## src/rtl/jtag_pkg.sv

```systemverilog
// Shared JTAG definitions.
//   tap_state_e : IEEE 1149.1 TAP controller states with their standard 4-bit codes
//   IR_CAPTURE  : low bits loaded into the IR shift register in Capture-IR
//   dr_sel_e    : which data register the active instruction routes to TDO
package jtag_pkg;

    typedef enum logic [3:0] {
        StExit2Dr        = 4'h0,
        StExit1Dr        = 4'h1,
        StShiftDr        = 4'h2,
        StPauseDr        = 4'h3,
        StSelectIrScan   = 4'h4,
        StUpdateDr       = 4'h5,
        StCaptureDr      = 4'h6,
        StSelectDrScan   = 4'h7,
        StExit2Ir        = 4'h8,
        StExit1Ir        = 4'h9,
        StShiftIr        = 4'hA,
        StPauseIr        = 4'hB,
        StRunTestIdle    = 4'hC,
        StUpdateIr       = 4'hD,
        StCaptureIr      = 4'hE,
        StTestLogicReset = 4'hF
    } tap_state_e;

    // Upper IR bits are zero-extended by the user of this constant.
    localparam logic [1:0] IR_CAPTURE = 2'b01;

    typedef enum logic [1:0] {
        DrChannel,
        DrIdcode,
        DrBypass
    } dr_sel_e;

endpackage

```

## src/rtl/jtag_tap_fsm.sv

```systemverilog
// IEEE 1149.1 TAP state machine.
//   TCLK       : clock, state advances on the rising edge
//   TRST       : asynchronous active-low reset to Test-Logic-Reset
//   TMS        : mode select steering the transitions
//   state      : current TAP state
//   state_next : state that will be entered on the next rising edge
module jtag_tap_fsm
    import jtag_pkg::*;
(
    input  logic       TCLK,
    input  logic       TRST,
    input  logic       TMS,
    output tap_state_e state,
    output tap_state_e state_next
);

    tap_state_e state_q, state_d;

    always_ff @(posedge TCLK or negedge TRST) begin
        if (!TRST) begin
            state_q <= StTestLogicReset;
        end else begin
            state_q <= state_d;
        end
    end

    always_comb begin
        state_d = state_q;
        case (state_q)
            StTestLogicReset: state_d = TMS ? StTestLogicReset : StRunTestIdle;
            StRunTestIdle:    state_d = TMS ? StSelectDrScan   : StRunTestIdle;
            StSelectDrScan:   state_d = TMS ? StSelectIrScan   : StCaptureDr;
            StCaptureDr:      state_d = TMS ? StExit1Dr        : StShiftDr;
            StShiftDr:        state_d = TMS ? StExit1Dr        : StShiftDr;
            StExit1Dr:        state_d = TMS ? StUpdateDr       : StPauseDr;
            StPauseDr:        state_d = TMS ? StExit2Dr        : StPauseDr;
            StExit2Dr:        state_d = TMS ? StUpdateDr       : StShiftDr;
            StUpdateDr:       state_d = TMS ? StSelectDrScan   : StRunTestIdle;
            StSelectIrScan:   state_d = TMS ? StTestLogicReset : StCaptureIr;
            StCaptureIr:      state_d = TMS ? StExit1Ir        : StShiftIr;
            StShiftIr:        state_d = TMS ? StExit1Ir        : StShiftIr;
            StExit1Ir:        state_d = TMS ? StUpdateIr       : StPauseIr;
            StPauseIr:        state_d = TMS ? StExit2Ir        : StPauseIr;
            StExit2Ir:        state_d = TMS ? StUpdateIr       : StShiftIr;
            StUpdateIr:       state_d = TMS ? StSelectDrScan   : StRunTestIdle;
            default:          state_d = StTestLogicReset;
        endcase
    end

    assign state      = state_q;
    assign state_next = state_d;

endmodule

```

## src/rtl/jtag_tap_ctrl.sv

```systemverilog
// JTAG TAP controller with IR, IDCODE and BYPASS registers and NUM_CH external scan chains.
//   TCLK, TRST       : clock and asynchronous active-low reset
//   TMS, TDI, TDO    : TAP mode select, serial in, serial out (TDO combinational)
//   ch_tdo, ch_sel   : serial returns of external chains / one-hot chain select
//   capture_dr, shift_dr, update_dr : DR phase strobes for the external chains
//   test_mode        : an external chain is selected by the active instruction
//   ir_out           : active instruction
//   tap_state        : current TAP state code
// Instruction codes: k < NUM_CH selects chain k, NUM_CH selects IDCODE, the rest BYPASS.
module jtag_tap_ctrl
    import jtag_pkg::*;
#(
    parameter int unsigned IR_W   = 2,
    parameter int unsigned NUM_CH = 2,
    parameter logic [31:0] IDCODE = 32'h0000_0001
) (
    input  logic              TCLK,
    input  logic              TRST,
    input  logic              TMS,
    input  logic              TDI,
    output logic              TDO,
    input  logic [NUM_CH-1:0] ch_tdo,
    output logic [NUM_CH-1:0] ch_sel,
    output logic              capture_dr,
    output logic              shift_dr,
    output logic              update_dr,
    output logic              test_mode,
    output logic [IR_W-1:0]   ir_out,
    output logic [3:0]        tap_state
);

    localparam logic [IR_W-1:0] IrIdcode  = IR_W'(NUM_CH);
    localparam logic [IR_W-1:0] IrCapture = IR_W'(IR_CAPTURE);

    tap_state_e      state, state_next;
    logic [IR_W-1:0] ir_shift_q, ir_shift_d;
    logic [IR_W-1:0] ir_out_q, ir_out_d;
    logic [31:0]     idcode_q, idcode_d;
    logic            bypass_q, bypass_d;
    dr_sel_e         dr_sel;
    logic            chan_tdo;

    jtag_tap_fsm u_fsm (
        .TCLK       (TCLK),
        .TRST       (TRST),
        .TMS        (TMS),
        .state      (state),
        .state_next (state_next)
    );

    assign tap_state  = state;
    assign capture_dr = (state == StCaptureDr);
    assign shift_dr   = (state == StShiftDr);
    assign update_dr  = (state == StUpdateDr);
    assign ir_out     = ir_out_q;

    // Instruction decode
    always_comb begin
        ch_sel = '0;
        for (int unsigned k = 0; k < NUM_CH; k++) begin
            ch_sel[k] = (ir_out_q == IR_W'(k));
        end
        if (ir_out_q < IrIdcode) begin
            dr_sel = DrChannel;
        end else if (ir_out_q == IrIdcode) begin
            dr_sel = DrIdcode;
        end else begin
            dr_sel = DrBypass;
        end
    end

    assign test_mode = |ch_sel;
    assign chan_tdo  = |(ch_tdo & ch_sel);

    // Register next-state
    always_comb begin
        ir_shift_d = ir_shift_q;
        ir_out_d   = ir_out_q;
        idcode_d   = idcode_q;
        bypass_d   = bypass_q;
        case (state)
            StCaptureIr: ir_shift_d = IrCapture;
            StShiftIr:   ir_shift_d = {TDI, ir_shift_q[IR_W-1:1]};
            StUpdateIr:  ir_out_d   = ir_shift_q;
            StCaptureDr: begin
                if (dr_sel == DrIdcode) idcode_d = IDCODE;
                if (dr_sel == DrBypass) bypass_d = 1'b0;
            end
            StShiftDr: begin
                if (dr_sel == DrIdcode) idcode_d = {TDI, idcode_q[31:1]};
                if (dr_sel == DrBypass) bypass_d = TDI;
            end
            default: ;
        endcase
        // Looking at the next state makes ir_out valid on the same edge that enters TLR.
        if (state_next == StTestLogicReset) begin
            ir_out_d = IrIdcode;
        end
    end

    always_ff @(posedge TCLK or negedge TRST) begin
        if (!TRST) begin
            ir_shift_q <= '0;
            ir_out_q   <= IrIdcode;
            idcode_q   <= IDCODE;
            bypass_q   <= 1'b0;
        end else begin
            ir_shift_q <= ir_shift_d;
            ir_out_q   <= ir_out_d;
            idcode_q   <= idcode_d;
            bypass_q   <= bypass_d;
        end
    end

    always_comb begin
        TDO = 1'b0;
        if (state == StShiftIr) begin
            TDO = ir_shift_q[0];
        end else if (state == StShiftDr) begin
            case (dr_sel)
                DrChannel: TDO = chan_tdo;
                DrIdcode:  TDO = idcode_q[0];
                default:   TDO = bypass_q;
            endcase
        end
    end

endmodule

```

## config.mk

```make
export PLATFORM = sky130hd
export DESIGN_NAME = jtag_tap_ctrl
export DESIGN_NICKNAME = d
export VERILOG_FILES = /design/src/rtl/jtag_pkg.sv /design/src/rtl/jtag_tap_fsm.sv /design/src/rtl/jtag_tap_ctrl.sv
export SDC_FILE = /design/constraint.sdc
export NUM_CORES = 1
export LEC_CHECK = 0
export BUFFER_PORTS_ARGS = -buffer_cell sky130_fd_sc_hd__clkbuf_2
export CAP_MARGIN = 25
export CORE_ASPECT_RATIO = 0.75
export CORE_MARGIN = 2
export CORE_UTILIZATION = 41
export CTS_CLUSTER_DIAMETER = 120
export DETAILED_ROUTE_END_ITERATION = 8
export HOLD_SLACK_MARGIN = 0.15
export PLACE_DENSITY_LB_ADDON = 0.12
export SYNTH_ARGS = -nofsm -noshare
export SYNTH_HDL_FRONTEND = slang
export SYNTH_SLANG_ARGS = --single-unit
```

## constraint.sdc

```tcl
create_clock -name TCLK -period 2.4 [get_ports TCLK]
set_input_delay 0.48 -clock TCLK [delete_from_list [all_inputs] [get_ports TCLK]]
set_output_delay 0.48 -clock TCLK [all_outputs]
set_load 0.03 [all_outputs]
```

Word-level counts from Yosys, hierarchy flattened
Cells that the tools add are included.
{"block": "op_classes", "magnitude_cmp": 1, "n_bitwise": 1, "reduce_logical": 13, "n_eq_ne": 24, "muxes": 27}
{"op": "$mux W32", "n": 2}
{"op": "$pmux W32 S2", "n": 1}
{"op": "$pmux W4 S12", "n": 1}
{"op": "$eq A4 B4 Y1 const B", "n": 9}
{"op": "$mux W2", "n": 10}
{"op": "$eq A4 B3 Y1 const B", "n": 4}
{"op": "$mux W3", "n": 4}
{"op": "$eq A4 B2 Y1 const B", "n": 2}
{"op": "$ne A2 B1 Y1 const B", "n": 4}
{"op": "$reduce_or A2 Y1", "n": 4}
{"op": "$reduce_and A3 Y1", "n": 2}
{"op": "$reduce_bool A2 Y1", "n": 3}
{"op": "$mux W1", "n": 5}
{"op": "$eq A2 B1 Y1 const B", "n": 2}
{"op": "$eq A2 B2 Y1 const B", "n": 2}
{"op": "$eq A4 B1 Y1 const B", "n": 1}
{"op": "$logic_not A2 Y1", "n": 2}
{"op": "$logic_not A4 Y1", "n": 1}
{"op": "$mux W4", "n": 1}
{"op": "$pmux W1 S2", "n": 2}
{"op": "$pmux W2 S2", "n": 1}
{"op": "$reduce_or A3 Y1", "n": 1}
{"op": "$and A2 B2 Y2", "n": 1}
{"op": "$lt A2 B2 Y1 const B", "n": 1}
{"block": "totals", "in_bits": 6, "out_inout_bits": 13, "word_cells": 71, "reg_bits": 41}

Depth between registers and ports, before layout
{"block": "depth", "depth_word": 7, "mapped_depth": 5, "ltp_nobuf": 3}

Modules after synthesis
A second synthesis with hierarchy kept.
{"block": "unflattened", "cells_unflattened": 127, "hier_area_um2": 1750.4}
{"mod": "jtag_tap_ctrl", "area_each_um2": 1552.7, "cells_each": 108, "n_inst": 1, "seq_area_each_um2": 928.4}
{"mod": "jtag_tap_fsm", "area_each_um2": 197.7, "cells_each": 19, "n_inst": 1, "seq_area_each_um2": 105.1}

Worst setup path before layout
No wires, ideal clock.
{"block": "synth_path", "kind": "flip-flop to output port", "from": "register u_fsm.state_q[3] (netlist: u_fsm.state[3])", "to": "output TDO", "t_required_ns": 1.920, "path_stages_with_launch": 4, "slack_ns": -0.148, "arrival_ns": 2.068, "n_path_buf": 1, "path_cell_list": "dfstp_2 > buf_1 > mux2i_1 > nor4b_1"}
{"block": "synth_between", "elab_chain_len": 3, "elab_cells_between_ends": 4, "classes_between": "eq/ne (2); mux (2)"}
{"item": "start, declared", "line_no": "jtag_tap_fsm.sv:17", "text": "tap_state_e state_q, state_d;"}
{"item": "start signal, assigned", "line_no": "jtag_tap_fsm.sv:21", "text": "state_q <= StTestLogicReset;"}
{"item": "start signal, assigned", "line_no": "jtag_tap_fsm.sv:23", "text": "state_q <= state_d;"}
{"item": "$eq A4 B2 Y1", "line_no": "jtag_tap_ctrl.sv:119", "text": "end else if (state == StShiftDr) begin"}
{"item": "$mux W1", "line_no": "jtag_tap_ctrl.sv:119"}
{"item": "$mux W1 *", "line_no": "jtag_tap_ctrl.sv:117", "text": "if (state == StShiftIr) begin"}
{"item": "end, declared", "line_no": "jtag_tap_ctrl.sv:21", "text": "output logic TDO,"}
Mark *: on every way between the ends. The rest lies on a longest branch, timed or not.

Worst setup path in the final report
{"block": "layout_path", "from": "register ir_out_q[0] (netlist: ir_out[0])", "to": "output TDO"}
{"block": "layout_between", "elab_chain_len": 7, "elab_cells_between_ends": 13, "classes_between": "order compare (1); eq/ne (3); mux (5); bitwise (1); reduce/logical (3)"}
{"item": "start, declared", "line_no": "jtag_tap_ctrl.sv:37", "text": "logic [IR_W-1:0] ir_out_q, ir_out_d;"}
{"item": "start signal, assigned", "line_no": "jtag_tap_ctrl.sv:104", "text": "ir_out_q <= IrIdcode;"}
{"item": "start signal, assigned", "line_no": "jtag_tap_ctrl.sv:109", "text": "ir_out_q <= ir_out_d;"}
{"item": "$eq A2 B2 Y1", "line_no": "jtag_tap_ctrl.sv:65", "text": "end else if (ir_out_q == IrIdcode) begin"}
{"item": "$mux W2", "line_no": "jtag_tap_ctrl.sv:65"}
{"item": "$mux W2", "line_no": "jtag_tap_ctrl.sv:63", "text": "if (ir_out_q < IrIdcode) begin"}
{"item": "$eq A2 B1 Y1 / $logic_not A2 Y1 (equally long branches)", "line_no": "jtag_tap_ctrl.sv:120", "text": "case (dr_sel)"}
{"item": "$pmux W1 S2 *", "line_no": "jtag_tap_ctrl.sv:120"}
{"item": "$mux W1 *", "line_no": "jtag_tap_ctrl.sv:119"}
{"item": "$mux W1 *", "line_no": "jtag_tap_ctrl.sv:117"}
Marked as above.

==> reports/qor.txt <==
Die Wd = 85.8 µm
Placer Congestion = 0.759
Setup Skew = 0.0150 ns
CTS buffer count = 5
Resized Gates After CTS = 0
DR vias/cell = 4.89
drt pass-1 iters = 4
Yosys Warn Count = 0
pwr/cell area = 1020 nW/µm²
Setup crit start kind = flip-flop
hold_buf cts = 0
largest net degree at the start of global routing = 44
share of cells above drive strength 1 = 41.1%
reg-to-reg slack, setup = 0.19 ns
HP Class = primary input to asynchronous set/reset pin
# DRC = 0
initial core utilization = 42.2%
Switching Share = 37.3%
Internal = 1.49 mW
top achievable clock speed = 452 MHz
worst skew pair latency = 0.30 ns
Post-Layout Inst Area = 2320 µm²
Final HPWL DP = 1990 µm
Worst Reg-to-Reg Cells = 4
Area Overhead vs Synth = 12.8%
Reg-to-Reg End = idcode_q[22]
sequential share of the synthesized area = 50.2%
Layout Nets = 185
VDD IR max = 739 µV
Synth Register Bits = 41
top cells by area, synth = dfrtp_1 43%, mux2_4 21%, nor2b_1 9.4%
H-Tree Depth = 2
Pleak = 1.18 nW
unrepaired setup endpoints after global routing = false
First DRT Iteration DRCs = 80
status = finished clean
critical path start-end classification = flip-flop to output port
placed cell area = 2200 µm²
Routed Antenna Nets = 0
CTS clk-pin slew, worst paths = 0.09 ns
Synth top area share = 42.6%
# diodes = 0
clock group share of total power = 24.2%
setup bufs post-CTS = 0
synthesized area per cell = 12.7 µm²
GR Overflow Total = 0
die area = 5610 µm²
CTS root buf = clkbuf_8
Max Slew Vio Count = 0
floorplan row count = 22
Critical Path RT = 1.92 ns
PortBufs = 18
Die Y = 65.3 µm
Slew HR = 66.0%
CTS tree = yes
fin crit period = 2.21 ns
Synth Cell Area = 2060 µm²
Core Region = 4870 µm²
period utilization = 92.2%
I/O pin count = 19
switching power = 884 µW
Non-Filler Instances = 240
drt total wl = 3360 µm
Mapped Cells = 162
Post-synth ARST share = 100%
aggregate global-route resource usage = 13.2%
initial antenna violation count = 0
Critical Path End Type = output port
first-pass GRT wire length = 5640 µm
Setup TNS = 0 ns
vias in the first global route = 1179
main flop type after synthesis = dfrtp_1
number of distinct library cells after synthesis = 30
Worst Path Max Fanout = 7
Synth area leader = dfrtp_1
Reg-to-Reg Start = u_fsm.state[1]
Synth top cells by count = 35 x dfrtp_1, 31 x nor2b_1, 29 x mux2_4
top-count cell post-synth = dfrtp_1
CTS max path bufs = 2
crit path DAT = 1.73 ns
hold_ws = 0.236 ns
clock sink count = 41
Post-Place Cells = 232
final hold vios = 0
EDFF count, synth = 0
Routed WL per cell = 14.0 µm
Final Core Density = 47.6%
routed via count = 1174
setup violators final = 0
Max Cap Viol = 0
Logic pwr share = 34.6%
sequential share of power = 41.2%
post-synth net total = 168
worst-margin pin slew = 0.511 ns
Layout fillers = 416
## worst max-delay path: stages (launching register included)
cell	delay (ns)
dfrtp_1	0.46
mux4_2	0.53
mux2i_1	0.18
nor4b_2	0.07
clkbuf_2	0.20
## kinds of logic (layout without fill, tap and decap cells)
group / Yosys count / count (layout) / share of synthesized area, %
AO/OA/AOI/OAI: 13 / 13 / 4.14
buffers and inverters: 14 / 32 / 3.71
flip-flops: 41 / 41 / 50.2
multiplexers: 37 / 37 / 25.9
AND/OR/NAND/NOR: 57 / 57 / 16.0
## worst max path at each step
stage	start	endpoint	slack [ns]	depth (start not counted)
after floorplan	u_fsm.state[3]	TDO	0.25	3
after global placement	u_fsm.state[1]	idcode_q[13]	0.28	4
after detailed placement	u_fsm.state[1]	idcode_q[2]	0.23	4
after CTS	ir_out[0]	TDO	0.16	4
after global routing	ir_out[0]	TDO	0.08	4
final	ir_out[0]	TDO	0.19	4
## cell type report
class                   instances  area (µm²)  share of cell area [%]
flip-flops and latches         41        1030                    44.6
repair buffers                 21         125                    5.39
inverters                       3        11.3                   0.485
multi-input cells             107         955                    41.2
clock buffers                   6        82.6                    3.56
clock inverters                 2        37.5                    1.62
well taps                      60        75.1                    3.24
## metal layers
layer  track usage (%)  part of all wire [%]
met2              19.4                    43
met1              18.1                    52
met5                 0                     0
met4              5.95                   1.3
met3              4.02                   3.6
## through the flow
step | setup WS (ns) | power, mW
2_1_floorplan | 0.249 | 1.62
3_3_place_gp | 0.279 | 1.80
3_5_place_dp | 0.231 | 1.81
4_1_cts | 0.156 | 2.40
5_1_grt | 0.0829 | 2.52
6_report | 0.187 | 2.37
## sequential cells by signal, summed over array words and instances (netlist names)
| signal | flops |
|---|---|
| ir_out | 2 |
| ir_shift_q | 2 |
| bypass_q | 1 |
| u_fsm.state | 4 |
| idcode_q | 32 |
## placed cells by master, fill, tap and decap left out, drive strengths merged
cell and instances:
clkbuf 24, and3b 1, nand3 3, mux2i 3, inv 3, or3 2
nand2 7, nor4b 1, a22o 1, nor2b 31, o31ai 1, dfrtp 35
o21ai 6, clkinvlp 1, nor2 8, or3b 1, a31o 1, a21oi 1
o21ba 1, nand4b 1, dfstp 6, nand2b 1, buf 3, bufinv 1
mux2 33, mux4 1, a31oi 1, nand3b 1, o2bb2ai 1
## power by group through the flow
stage | combinational, mW | clock (mW) | sequential (mW)
after floorplan | 0.600 | 0 | 1.02
after global placement | 0.817 | 0 | 0.981
after detailed placement | 0.826 | 0 | 0.981
after CTS | 0.828 | 0.595 | 0.977
after global routing | 0.886 | 0.626 | 1.00
final | 0.821 | 0.573 | 0.978
(Power assumes the default switching activity.)
